$ cat config.mk
export PLATFORM = sky130hd
export DESIGN_NAME = d_reg_bank_dbuf_flat
export DESIGN_NICKNAME = d
export VERILOG_FILES = /design/src/rtl/d_reg_pkg.sv /design/src/rtl/d_reg_bank_dbuf_if.sv /design/src/rtl/d_reg_lane.sv /design/src/rtl/d_reg_bank_dbuf.sv /design/src/flat_wrapper.sv
export SDC_FILE = /design/constraint.sdc
export NUM_CORES = 1
export LEC_CHECK = 0
export BUFFER_PORTS_ARGS = -buffer_cell sky130_fd_sc_hd__clkbuf_2
export CORE_MARGIN = 4
export CORE_UTILIZATION = 30
export DETAILED_ROUTE_END_ITERATION = 8
export GPL_TIMING_DRIVEN = 0
export PLACE_DENSITY = 0.5
export SYNTH_ARGS = -nofsm -noshare
export SYNTH_HDL_FRONTEND = slang
export SYNTH_SLANG_ARGS = --single-unit
$ cat constraint.sdc
create_clock -name clk -period 3.3 [get_ports clk]
set_input_delay 0.33 -clock clk [delete_from_list [all_inputs] [get_ports clk]]
set_output_delay 0.33 -clock clk [all_outputs]
set_load 0.01 [all_outputs]
$ cat src/rtl/d_reg_pkg.sv
// d_reg_pkg: shared mode encoding and lane slicing helper for the register bank
package d_reg_pkg;
    typedef enum logic {
        MODE_DIRECT   = 1'b0,
        MODE_BUFFERED = 1'b1
    } mode_e;
    function automatic int lane_lo(input int lane, input int width);
        return lane * width;
    endfunction
endpackage

$ cat src/rtl/d_reg_bank_dbuf_if.sv
// d_reg_bank_dbuf_if: lane data/control bundle between producer and register bank
interface d_reg_bank_dbuf_if #(
    parameter int WIDTH = 8,
    parameter int CH    = 4
);
    logic [CH*WIDTH-1:0] D;
    logic [CH-1:0]       EN;
    logic                CLR;
    logic                MODE;
    logic                COMMIT;
    logic [CH*WIDTH-1:0] Q;
    logic [CH-1:0]       PEND;
    logic                UPD;
    modport master (output D, EN, CLR, MODE, COMMIT, input Q, PEND, UPD);
    modport slave  (input D, EN, CLR, MODE, COMMIT, output Q, PEND, UPD);
endinterface

$ cat src/rtl/d_reg_lane.sv
// d_reg_lane: one storage lane with shadow register, output register and pending flag
module d_reg_lane import d_reg_pkg::*; #(
    parameter int               WIDTH   = 8,
    parameter logic [WIDTH-1:0] RST_VAL = '0
) (
    input  logic             clk,
    input  logic             rst,
    input  logic [WIDTH-1:0] d,
    input  logic             en,
    input  logic             clr,
    input  logic             mode,
    input  logic             commit,
    output logic [WIDTH-1:0] q,
    output logic             pend
);
    logic [WIDTH-1:0] sh, q_nx, sh_nx;
    logic             pend_nx, buf_m;
    // outside buffered-pending state the shadow tracks the value Q takes, so a later commit is a no-op
    always_comb begin
        buf_m   = mode == MODE_BUFFERED;
        q_nx    = clr ? RST_VAL : !buf_m ? (en ? d : q) : commit ? (en ? d : sh) : q;
        sh_nx   = clr ? RST_VAL : (!buf_m || commit) ? q_nx : en ? d : sh;
        pend_nx = !clr && buf_m && !commit && (en || pend);
    end
    always_ff @(posedge clk or posedge rst) begin
        if (rst) begin
            q    <= RST_VAL;
            sh   <= RST_VAL;
            pend <= 1'b0;
        end else begin
            q    <= q_nx;
            sh   <= sh_nx;
            pend <= pend_nx;
        end
    end
endmodule

$ cat src/rtl/d_reg_bank_dbuf.sv
// d_reg_bank_dbuf: CH-lane register bank with direct or shadow-buffered atomic commit
module d_reg_bank_dbuf import d_reg_pkg::*; #(
    parameter int               WIDTH   = 8,
    parameter int               CH      = 4,
    parameter logic [WIDTH-1:0] RST_VAL = '0
) (
    input logic                    clk,
    input logic                    rst,
    d_reg_bank_dbuf_if.slave       bus
);
    logic [CH*WIDTH-1:0] q;
    logic [CH-1:0]       pend;
    logic                upd;
    for (genvar i = 0; i < CH; i++) begin : g_lane
        localparam int LO = lane_lo(i, WIDTH);
        d_reg_lane #(.WIDTH(WIDTH), .RST_VAL(RST_VAL)) u_lane (
            .clk    (clk),
            .rst    (rst),
            .d      (bus.D[LO +: WIDTH]),
            .en     (bus.EN[i]),
            .clr    (bus.CLR),
            .mode   (bus.MODE),
            .commit (bus.COMMIT),
            .q      (q[LO +: WIDTH]),
            .pend   (pend[i])
        );
    end
    // a buffered commit pulses UPD even when CLR wins the data path
    always_ff @(posedge clk or posedge rst) begin
        if (rst) upd <= 1'b0;
        else     upd <= bus.MODE == MODE_BUFFERED && bus.COMMIT;
    end
    assign bus.Q    = q;
    assign bus.PEND = pend;
    assign bus.UPD  = upd;
endmodule

$ cat src/flat_wrapper.sv
// flat-port wrapper written by rule: the top's interface ports become plain ports
module d_reg_bank_dbuf_flat import d_reg_pkg::*;
#(
    parameter int               WIDTH   = 8,
    parameter int               CH      = 4,
    parameter logic [WIDTH-1:0] RST_VAL = '0
)
  (clk, rst, bus_D, bus_EN, bus_CLR, bus_MODE, bus_COMMIT, bus_Q, bus_PEND, bus_UPD);
  d_reg_bank_dbuf_if #(.WIDTH(WIDTH), .CH(CH)) bus_i ();
  input logic clk;
  input logic rst;
  input wire logic [$bits(bus_i.D)-1:0] bus_D;
  input wire logic [$bits(bus_i.EN)-1:0] bus_EN;
  input wire logic [$bits(bus_i.CLR)-1:0] bus_CLR;
  input wire logic [$bits(bus_i.MODE)-1:0] bus_MODE;
  input wire logic [$bits(bus_i.COMMIT)-1:0] bus_COMMIT;
  output wire logic [$bits(bus_i.Q)-1:0] bus_Q;
  output wire logic [$bits(bus_i.PEND)-1:0] bus_PEND;
  output wire logic [$bits(bus_i.UPD)-1:0] bus_UPD;
  assign bus_i.D = bus_D;
  assign bus_i.EN = bus_EN;
  assign bus_i.CLR = bus_CLR;
  assign bus_i.MODE = bus_MODE;
  assign bus_i.COMMIT = bus_COMMIT;
  assign bus_Q = bus_i.Q;
  assign bus_PEND = bus_i.PEND;
  assign bus_UPD = bus_i.UPD;
  d_reg_bank_dbuf #(.WIDTH(WIDTH), .CH(CH), .RST_VAL(RST_VAL)) u_core (.clk(clk), .rst(rst), .bus(bus_i));
endmodule
# ---- Yosys cells after proc, flatten, opt, wreduce, memory -nomap -nowiden
# Index checks and enable logic that the tools add are counted.
dict set report classes {
  add_sub_neg 0
  mul 0
  n_div 0
  order_cmp 0
  n_eq_ne 0
  shift 0
  n_mux 28
  n_bitwise 0
  n_reduce_logical 15
}
# op n
set op_table {}
lappend op_table {{2-to-1 mux 8 bit} 28}
lappend op_table {{logical AND 1 bit} 7}
lappend op_table {{logical OR 1 bit} 5}
lappend op_table {{zero test 1 bit} 3}
dict set report totals {
  regBits 69
  latchBits 0
  mem_bits_rw 0
  mem_bits_ro 0
  input_bits 41
  out_inout_bits 37
  word_cells 56
  n_memories 0
}

# ---- Longest topological paths before layout
# Gate-level depths: netlist (run 1).
dict set report depth {
  word_depth 6
  mapped_depth 6
  ltp_nobuf 3
}

# ---- By module
# A second synthesis (run 1) with hierarchy kept.
dict set report hier_totals {
  hier_cells 367
  hier_area_um2 4164.0
}
# module n_inst cells_each area_per_inst_um2 seq_area_each_um2
set modules_own_cells {}
lappend modules_own_cells {d_reg_lane 4 91 1032.2 425.4}
lappend modules_own_cells {d_reg_bank_dbuf 1 3 35.0 25.0}

# ---- Worst setup path after synthesis (run 1)
# OpenSTA, ideal clock, no wires.
dict set report synth_path {
  path_type {in2reg}
  start {in bus_EN[2]}
  end {reg u_core.g_lane[2].u_lane.sh[4]}
  setup_ns 0.142
  t_arrival_ns 1.106
  required_ns 3.158
  path_slack_ns 2.052
  path_stages 5
  path_buffers 2
  path_cell_list {buf_4 buf_6 mux2_2 o21bai_1 a211oi_1}
}
dict set report synth_via {
  elab_chain_cells 6
  elab_cells_between_ends 7
  cone_classes {mux: 7}
}
# element line_no
set synth_lines {}
lappend synth_lines {{start, declared} flat_wrapper.sv:13} ;# input wire logic [$bits(bus_i.EN)-1:0] bus_EN;
lappend synth_lines {{2-to-1 mux 8 bit} --}
lappend synth_lines {{2-to-1 mux 8 bit (3 in series)} d_reg_lane.sv:21} ;# q_nx = clr ? RST_VAL : !buf_m ? (en ? d : q) : commit ? (en ? d : sh) : q;
lappend synth_lines {{2-to-1 mux 8 bit (*) (2 in series)} d_reg_lane.sv:22} ;# sh_nx = clr ? RST_VAL : (!buf_m || commit) ? q_nx : en ? d : sh;
lappend synth_lines {{via u_core.g_lane[2].u_lane.sh_nx[4]} d_reg_lane.sv:16} ;# logic [WIDTH-1:0] sh, q_nx, sh_nx;
lappend synth_lines {{end signal, assigned} d_reg_lane.sv:32} ;# sh <= sh_nx;
lappend synth_lines {{end, declared} d_reg_lane.sv:16}
# Mark *: on every way through the listed nets, which the timed path passes. The rest lies on a longest branch.

# ---- Worst setup path in the final report (run 1)
dict set report layout_path {
  start {in bus_CLR}
  end {reg u_core.g_lane[0].u_lane.sh[0]}
}
dict set report layout_via {
  elab_chain_cells 3
}
# element line_no
set layout_lines {}
lappend layout_lines {{start, declared} flat_wrapper.sv:14} ;# input wire logic [$bits(bus_i.CLR)-1:0] bus_CLR;
lappend layout_lines {{2-to-1 mux 8 bit} d_reg_lane.sv:21}
lappend layout_lines {{2-to-1 mux 8 bit} d_reg_lane.sv:22}
lappend layout_lines {{2-to-1 mux 8 bit (*)} d_reg_lane.sv:22}
lappend layout_lines {{via u_core.g_lane[0].u_lane.sh_nx[0]} d_reg_lane.sv:16}
lappend layout_lines {{end signal, assigned} d_reg_lane.sv:32}
lappend layout_lines {{end, declared} d_reg_lane.sv:16}
# Marked as above.

==> flow_summary.toml, run 1 <==
[outcome]
outcome = "complete, no violations"

[yosys]
ys_seq_area_share_pct = 43.5
syn_nets = 438
synth_area_per_cell_um2 = 10.0
synthCells = 397
synth_area_mm2 = 0.00397
yosysUniqueCellTypes = 25
yosys_warnings = 0
synth_seq_cells = 69

[global_route]
grt_pass1_wl_mm = 18.2
grt_max_degree = 64
antenna_found_initial = 0
overflow = 0
grt_pass1_vias = 3408
track_usage_pct = 15.6

[timing]
rsz0062_at_grt = "no"
hold_viol_final = 0
fmax_ghz = 0.731
finClkSkew_ns = 0.00730
period_minus_slack_ns = 1.37
slew_viol_final = 0
max_slew_margin_pct = 58.6
tightest_slew_ns = 0.621
finalCritPeriodShare_pct = 41.5
tns_ns = 0
setup_viol = 0

[die]
die_area_mm2 = 0.0151
die_w_um = 123
start_util_pct = 31.1
ios = 78
die-height_um = 123
core.rowCount = 41
core_area_mm2 = 0.0128

[placed_design]
hpwl_mm = 7.69
port_buffers = 71
gp_congestion = 0.749

[power_and_ir_drop]
p_leak_nw = 2.37
clkPwrFrac_pct = 41.8
p_seq_share_pct = 40.2
vdd_ir_drop_max_v = 0.000223
switching_share_pct = 27.7
switching_power_mw = 0.653
comb_power_share_pct = 18.1
powerDensity_mw_per_mm2 = 483
intPower_mw = 1.70

[drt]
drt-wirelength-per-cell_um = 17.3
drtAntennaViolNets = 0
dr.pass1.iters = 4
drtIter0Drc = 102
vias = 3288
viasPerCell = 5.00
wl_mm = 11.4
drc_errors = 0

[flow_run]
cap_viol_max_count = 0

[layout]
drive_above_1_share_pct = 31.9
final_cell_mix = "71 x clkbuf_2, 69 x dfrtp_1, 59 x nor2_1, 46 x a211oi_1, 31 x mux2_2"
regArea_mm2 = 0.00173
areaGrowthSynthToFinish_pct = 23.0
final_util_pct = 38.2
multi_input_area_mm2 = 0.00195
nNetsFinal = 522
n_antenna_cell = 0
nFillCells = 1268
final_common_cell = "clkbuf_2"

[setup_path]
path_max_fanout = 10
cp_top_family = "buffers and inverters"
r2r.worst_path.cells = 3
path_cells = "clkbuf_1 > clkbuf_1 > buf_2 > nor2_1"
arrival_ns = 1.58
critPathLaunchType = "input port"
required_ns = 3.51
cpMaxStageDelayCell = "clkbuf_1"
r2r_slack_ns = 2.18
critPathMostFrequentCell = "clkbuf_1"
cp_num_buf_inv = 3
cp-startpoint = "bus_CLR"
max_stage_delay_ns = 0.47
cp.depth = 4
r2r_start = "u_core.g_lane[1].u_lane.sh[5]$_DFF_PP0_"
crit_end = "u_core.g_lane[0].u_lane.sh[0]$_DFF_PP0_"
crit_type = "in -> reg"
end_kind = "flip-flop"
worstReg2RegEnd = "u_core.g_lane[1].u_lane.sh[5]$_DFF_PP0_"

[clock_network]
clockBufferDepth = 2
numCtsBuffers = 9
clk_pin_slew_ns = 0.05
clockRootBuffer = "clkbuf_16"
insertion_delay_ns = 0.34
hold_buffers = 1
cts_tree = "done"
cts.sink_count = 69
h-tree-depth = 3
post_cts_buffers = 0
cts_resized = 0

[worst_hold_path]
hold_path.class = "in -> reg"
[synthesized netlist by cell type, drive strengths merged]
library cell / number / area share, %
a221o: 1 / 0.25
nor3: 5 / 0.63
o21ai: 1 / 0.13
a21o: 23 / 4.3
a221oi: 1 / 0.38
mux2i: 8 / 2.0
inv: 13 / 1.2
a21oi: 10 / 1.3
o221a: 8 / 2.3
mux2: 31 / 8.8
nor2b: 24 / 3.8
o21bai: 23 / 4.3
o21a: 23 / 4.3
nand2b: 1 / 0.16
dfrtp: 69 / 43
buf: 30 / 5.4
nor2: 59 / 5.6
nand2: 4 / 0.38
o22a: 7 / 1.5
a211oi: 46 / 8.7
a31oi: 1 / 0.16
clkbuf: 9 / 0.85
[cell families after synthesis]
| group | count (synthesis) | synth area share, % |
|---|---|---|
| buf+inv | 52 | 7.44 |
| simple gates | 93 | 10.5 |
| mux | 39 | 10.8 |
| compound gates | 144 | 27.7 |
| flops | 69 | 43.5 |
[worst min path at each step]
stage | start | end | depth (start not counted) | slack (ns)
after floorplan | bus_D[13] | u_core.g_lane[1].u_lane.sh[5]$_DFF_PP0_ | 2 | 0.48
after global placement | u_core.g_lane[3].u_lane.pend$_DFF_PP0_ | u_core.g_lane[3].u_lane.pend$_DFF_PP0_ | 2 | 0.53
after detailed placement | rst | u_core.bus.UPD$_DFF_PP0_ | 2 | 0.23
after CTS | bus_D[3] | u_core.g_lane[0].u_lane.sh[3]$_DFF_PP0_ | 3 | 0.26
after global routing | bus_D[13] | u_core.g_lane[1].u_lane.sh[5]$_DFF_PP0_ | 3 | 0.28
final | bus_D[6] | u_core.g_lane[0].u_lane.sh[6]$_DFF_PP0_ | 3 | 0.27
[area by class of cell]
cell class	instances	share of cell area, %
Clock buffer	10	4.89
Multi-Input combinational cell	276	39.9
Inverter	13	1.05
Sequential cell	69	35.4
Buffer	39	5.05
Clock inverter	6	1.28
Timing Repair Buffer	73	8.05
Tap cell	172	4.41
[per-stage QoR]
step	worst slack [ns]	std cells	hold WS, ns	power (mW)	area, um2
floorplan	1.23	397	0.484	1.24	3970
global placement	0.0446	640	0.531	1.38	4540
global route	1.86	658	0.279	2.47	4880
detailed placement	1.57	641	0.226	1.39	4570
finish	1.93	658	0.267	2.36	4880
CTS	1.93	658	0.260	2.39	4880
[per-layer routing]
layer  share of wire (%)  track usage, %  vias up  wire [um]
met5                   0               0        -          0
met4                 1.4            5.81        0        161
met3                 4.2            2.93       12        477
met2                  47            25.0       61       5280
met1                  48            20.9     1616       5430
li1                    -               -     1599          -
[power by group through the flow]
stage / Sequential [mW] / Combinational (mW) / Clock (mW)
after floorplan: 0.970 / 0.274 / 0
after CTS: 0.948 / 0.432 / 1.01
after global placement: 0.960 / 0.417 / 0
final: 0.947 / 0.426 / 0.985
after detailed placement: 0.963 / 0.429 / 0
after global routing: 0.956 / 0.472 / 1.04
[sequential cells by signal (all words and copies together), names as in the netlist]
signal / count
u_core.bus.UPD: 1
u_core.g_lane.u_lane.pend: 4
u_core.g_lane.u_lane.q: 32
u_core.g_lane.u_lane.sh: 32
[worst register-to-register path: stages (launching register included)]
cell	delay, ns
dfrtp_1	0.34
o21ai_0	0.07
a221o_1	0.34
a221oi_2	0.28
(Power assumes the default switching activity.)
==> run 2: changes to the inputs <==
--- a/config.mk
+++ b/config.mk
@@ -5,6 +5,7 @@
 export SDC_FILE = /design/constraint.sdc
 export NUM_CORES = 1
 export LEC_CHECK = 0
+export ABC_AREA = 1
 export BUFFER_PORTS_ARGS = -buffer_cell sky130_fd_sc_hd__clkbuf_2
 export CORE_MARGIN = 4
 export CORE_UTILIZATION = 30
==> constraint.sdc (replaced) <==
create_clock -name clk -period 1.35 [get_ports clk]
set_input_delay 0.135 -clock clk [delete_from_list [all_inputs] [get_ports clk]]
set_output_delay 0.135 -clock clk [all_outputs]
set_load 0.01 [all_outputs]
==> flow_summary.toml, run 2 <==
[global_route]
grt_util_met3_pct = 3.37
overflow = 0
grt_busiest_layer = "met2"
track_usage_pct = 15.9
antenna_found_initial = 0
grt_max_degree = 37
met2_usage_pct = 26.3
gr-usage-met1_pct = 20.4
grt_pass1_vias = 3591
grt_pass1_wl_mm = 18.1

[setup_path]
cpMaxStageDelayCell = "dlygate4sd3_1"
cp_top_family = "buffers and inverters"
critPathLaunchType = "input port"
path_max_fanout = 10
path_cells = "dlygate4sd3_1 > clkbuf_2 > clkinvlp_4 > clkbuf_4 > nand2_1 > a21oi_1"
cp_num_buf_inv = 4
required_ns = 1.57
arrival_ns = 1.44
end_kind = "flip-flop"
crit_type = "in -> reg"
max_stage_delay_ns = 0.52

[clock_network]
clk_pin_slew_ns = 0.05
numCtsBuffers = 9
clockBufferDepth = 2
cts_tree = "done"
clockRootBuffer = "clkbuf_16"
h-tree-depth = 3
insertion_delay_ns = 0.33
cts.sink_count = 69

[die]
core_area_mm2 = 0.0122
start_util_pct = 31.2
die_area_mm2 = 0.0146
die-height_um = 121
ios = 78
die_w_um = 121
core.rowCount = 40

[power_and_ir_drop]
comb_power_share_pct = 16.5
switching_power_mw = 1.50
p_leak_nw = 2.83
vdd_ir_drop_max_v = 0.000486
p_seq_share_pct = 42.4
powerDensity_mw_per_mm2 = 1130
clkPwrFrac_pct = 41.1
switching_share_pct = 27.9
intPower_mw = 3.89

[timing]
tightest_slew_ns = 0.876
rsz0062_at_grt = "no"
fmax_ghz = 0.816
holdWs_ns = 0.172
max_slew_margin_pct = 41.5
hold_viol_final = 0
finalCritPeriodShare_pct = 90.8
period_minus_slack_ns = 1.23
slew_viol_final = 0
finClkSkew_ns = 0.00447
setup_viol = 0

[yosys]
synth_most_common_cell = "nand2_1"
synth.top_cell.area_share_pct = 45.4
synth_seq_cells = 69
yosysUniqueCellTypes = 23
synth_area_leaders = "dfrtp_1 45%, nand2_1 23%, nand2_2 3.9%"
yosys.area.top_type = "dfrtp_1"
syn_nets = 556
synth_common_cells = "234 x nand2_1, 69 x dfrtp_1, 38 x inv_1"
yosys_warnings = 0
ys_seq_area_share_pct = 45.4
synthCells = 515
async_flop_share_pct = 100
synth_edf_count = 0
synth_area_mm2 = 0.00381
synth_area_per_cell_um2 = 7.39
ys.flop_type = "dfrtp_1"

[layout]
final_common_cell = "nand2_1"
largestRegisters = "u_core.g_lane.u_lane.q (32), u_core.g_lane.u_lane.sh (32), u_core.g_lane.u_lane.pend (4)"
n_antenna_cell = 0
drive_above_1_share_pct = 28.7
areaGrowthSynthToFinish_pct = 25.2
nFillCells = 1324
fin_cells = 784
regArea_mm2 = 0.00173
final_cell_mix = "234 x nand2_1, 77 x clkbuf_2, 69 x dfrtp_1, 37 x inv_1, 33 x nor2_1"
nNetsFinal = 652
multi_input_area_mm2 = 0.00171
final_util_pct = 39.0

[drt]
viasPerCell = 4.47
drtAntennaViolNets = 0
dr.pass1.iters = 4
drtIter0Drc = 129
drc_errors = 0
vias = 3501
wl_mm = 11.1
drt-wirelength-per-cell_um = 14.1

[placed_design]
placedCellCount = 761
hpwl_mm = 7.73
gp_congestion = 0.766
port_buffers = 77

[worst_hold_path]
hold_path.class = "in -> reg"

[outcome]
outcome = "complete, no violations"

[flow_run]
cap_viol_max_count = 0
[run 2: area by class of cell]
| class | count | area share (%) |
|---|---|---|
| Clock inverter | 1 | 0.105 |
| Multi-Input combinational cell | 376 | 35.8 |
| Timing Repair Buffer | 85 | 9.71 |
| Sequential cell | 69 | 36.2 |
| Clock buffer | 15 | 5.62 |
| Tap cell | 168 | 4.41 |
| Inverter | 42 | 3.62 |
| Buffer | 28 | 4.51 |
[run 2: kinds of logic after synthesis]
group	synth area share (%)
DFF	45.4
buffers and inverters	9.80
AOI/OAI and AO/OA	6.90
and+or+nand+nor	37.9
[run 2: worst paths after layout]
path,endpoint,depth (start not counted),startpoint,slack [ns]
min in group asynchronous,u_core.g_lane[0].u_lane.q[1]$_DFF_PP0_,3,rst,0.51
worst max register to register,u_core.g_lane[3].u_lane.sh[7]$_DFF_PP0_,6,u_core.g_lane[3].u_lane.q[7]$_DFF_PP0_,0.40
worst min register to register,u_core.g_lane[1].u_lane.pend$_DFF_PP0_,2,u_core.g_lane[1].u_lane.pend$_DFF_PP0_,0.52
max in group asynchronous,u_core.g_lane[1].u_lane.q[1]$_DFF_PP0_,4,rst,0.20
worst max-delay path,u_core.g_lane[2].u_lane.sh[6]$_DFF_PP0_,6,bus_CLR,0.12
worst min-delay path,u_core.g_lane[0].u_lane.sh[2]$_DFF_PP0_,5,bus_D[2],0.17
[run 2: layer usage]
layer / wire (um) / vias up
met4: 142 / 0
met1: 5110 / 1640
met3: 458 / 8
li1: - / 1784
met2: 5360 / 69
met5: 0 / -
[run 2: per-stage QoR]
| stage | setup TNS [ns] | instance area [um2] | worst slack [ns] | total power [mW] |
|---|---|---|---|---|
| global placement | -13.65 | 4410 | -0.201 | 3.18 |
| finish | 0 | 4770 | 0.125 | 5.39 |
| detailed placement | 0 | 4430 | 0.0155 | 3.21 |
| floorplan | 0 | 3810 | 0.451 | 2.89 |
| global route | 0 | 4770 | 0.0311 | 5.69 |
| CTS | 0 | 4720 | 0.0257 | 5.46 |
[run 2: timing repair]
action / 4_1_cts / 5_1_grt
hold buffers: 2 / 0
endpoints found under the setup margin: 0 / 23
gates resized for setup: 0 / 5
buffers inserted: 0 / 5
endpoints found under the hold margin: 14 / 0
[run 2: worst register-to-register path: stages, from the launching register on]
cell     delay, ns
dfrtp_1       0.40
nand2_1       0.07
nand2_1       0.07
nand2_1       0.05
nand3_1       0.08
nand2_1       0.06
a21oi_1       0.15
[run 2: power groups by stage]
stage,combinational [mW],clock (mW),sequential [mW]
CTS,0.894,2.28,2.28
global placement,0.866,0,2.32
detailed placement,0.886,0,2.32
finish,0.891,2.21,2.28
floorplan,0.558,0,2.33
global route,1.01,2.38,2.30
==> run 3: changes to the inputs <==
--- a/config.mk
+++ b/config.mk
@@ -7,11 +7,14 @@
 export LEC_CHECK = 0
 export ABC_AREA = 1
 export BUFFER_PORTS_ARGS = -buffer_cell sky130_fd_sc_hd__clkbuf_2
+export CELL_PAD_IN_SITES_DETAIL_PLACEMENT = 2
+export CELL_PAD_IN_SITES_GLOBAL_PLACEMENT = 2
 export CORE_MARGIN = 4
 export CORE_UTILIZATION = 30
+export CTS_BUF_LIST = sky130_fd_sc_hd__clkbuf_4 sky130_fd_sc_hd__clkbuf_8
 export DETAILED_ROUTE_END_ITERATION = 8
 export GPL_TIMING_DRIVEN = 0
-export PLACE_DENSITY = 0.5
+export PLACE_DENSITY = 0.9
 export SYNTH_ARGS = -nofsm -noshare
 export SYNTH_HDL_FRONTEND = slang
 export SYNTH_SLANG_ARGS = --single-unit
==> flow_summary.toml, run 3 (synthesis gave the netlist of run 2 again) <==
[outcome]
outcome = "complete, no violations"

[layout]
final_cell_mix = "234 x nand2_1, 77 x clkbuf_2, 69 x dfrtp_1, 37 x inv_1, 33 x nor2_1"
areaGrowthSynthToFinish_pct = 21.2
fin_cells = 779
n_antenna_cell = 0
nFillCells = 1482
largestRegisters = "u_core.g_lane.u_lane.q (32), u_core.g_lane.u_lane.sh (32), u_core.g_lane.u_lane.pend (4)"
nNetsFinal = 647
drive_above_1_share_pct = 28.6
final_common_cell = "nand2_1"

[drt]
drc_errors = 0
drtIter0Drc = 153
vias = 3708
wl_mm = 14.0
drtAntennaViolNets = 0
dr.pass1.iters = 4
viasPerCell = 4.76
drt-wirelength-per-cell_um = 17.9

[setup_path]
path_cells = "buf_4 > clkbuf_2"
critPathLaunchType = "flip-flop"
path_max_fanout = 2
end_kind = "output pin"
r2r.worst_path.cells = 6
cp_num_buf_inv = 2
max_stage_delay_ns = 0.41
cp_top_family = "flip-flops"
crit_type = "reg -> out"
required_ns = 1.22
cp.depth = 2
arrival_ns = 1.02
cpMaxStageDelayCell = "dfrtp_1"

[timing]
fmax_ghz = 0.864
max_slew_margin_pct = 44.2
slew_viol_final = 0
finClkSkew_ns = 0.00715
holdWs_ns = 0.168
hold_viol_final = 0
finalCritPeriodShare_pct = 85.8
rsz0062_at_grt = "no"
tightest_slew_ns = 0.836
setup_viol = 0
period_minus_slack_ns = 1.16

[power_and_ir_drop]
p_leak_nw = 2.77
vdd_ir_drop_max_v = 0.000370
powerDensity_mw_per_mm2 = 1030

[clock_network]
cts_tree = "done"
numCtsBuffers = 9
clk_pin_slew_ns = 0.08
post_cts_buffers = 0
insertion_delay_ns = 0.35
cts.sink_count = 69
clockRootBuffer = "clkbuf_8"
h-tree-depth = 3
hold_buffers = 2
clockBufferDepth = 2
cts_resized = 0

[die]
start_util_pct = 31.2
die_w_um = 121
die_area_mm2 = 0.0146
core_area_mm2 = 0.0122
core.rowCount = 40
ios = 78
die-height_um = 121

[global_route]
grt_pass1_wl_mm = 23.2
grt_pass1_vias = 4468
overflow = 0
track_usage_pct = 20.2
grt_max_degree = 36
antenna_found_initial = 0

[placed_design]
gp_congestion = 0.779
hpwl_mm = 10.1
placedCellCount = 761
port_buffers = 77

[worst_hold_path]
holdPathStages = 5
hold_path.class = "in -> reg"

[flow_run]
cap_viol_max_count = 0
-- run 3: cell types whose count changed in the layout (fill, tap and decap cells not counted), sizes merged --
| cell | previous run | this run |
|---|---|---|
| buf | 30 | 27 |
| clkbuf | 96 | 90 |
| clkinv | 1 | 5 |
-- run 3: path summary, 6_finish.rpt --
kind / startpoint / to / slack, ns
worst max-delay path: u_core.g_lane[2].u_lane.pend$_DFF_PP0_ / bus_PEND[2] / 0.19
worst min-delay path: bus_D[2] / u_core.g_lane[0].u_lane.sh[2]$_DFF_PP0_ / 0.17
worst max register to register: u_core.g_lane[1].u_lane.q[7]$_DFF_PP0_ / u_core.g_lane[1].u_lane.sh[7]$_DFF_PP0_ / 0.23
worst min register to register: u_core.g_lane[0].u_lane.pend$_DFF_PP0_ / u_core.g_lane[0].u_lane.pend$_DFF_PP0_ / 0.53
max in group asynchronous: rst / u_core.g_lane[2].u_lane.sh[7]$_DFF_PP0_ / 0.22
min in group asynchronous: rst / u_core.g_lane[0].u_lane.sh[1]$_DFF_PP0_ / 0.47
-- run 3: final cells by class --
cell class | count | area [um2] | share of cell area, %
plain buffers | 28 | 208 | 4.50
clock buffers | 11 | 139 | 3.01
clock inverters | 5 | 27.5 | 0.597
inverters | 42 | 169 | 3.66
multi-input cells | 376 | 1710 | 37.0
flip-flops and latches | 69 | 1730 | 37.4
well taps | 168 | 210 | 4.56
repair buffers | 80 | 425 | 9.22
-- run 3: power by group --
part	internal [mW]	switching, mW
Sequential	2.21	0.0840
Combinational	0.323	0.615
Clock	0.696	0.837
-- run 3: routing by layer --
| metal | global-route usage, % | up-vias | routed length, um |
|---|---|---|---|
| met2 | 38.5 | 66 | 7540 |
| met4 | 5.81 | 0 | 195 |
| met1 | 22.9 | 1872 | 5770 |
| met5 | 0 | - | 0 |
| met3 | 3.60 | 15 | 462 |
| li1 | - | 1755 | - |
-- run 3: worst reg2reg max path: cells and delay by family, from the launching register on --
kind	cells	cell delay, ns
compound gates	1	0.24
flops	1	0.41
simple gates	5	0.37
-- run 3: through the flow --
stage	cell area (um2)	util [%]	setup TNS (ns)	worst slack (ns)	total power, mW
global placement	4410	36.1	-10.55	-0.156	3.18
floorplan	3810	-	0	0.451	2.89
detailed placement	4430	36.2	-0.352	-0.0628	3.27
CTS	4610	37.8	0	0.170	4.82
global route	4610	37.8	0	0.0714	5.02
finish	4610	37.8	0	0.192	4.76
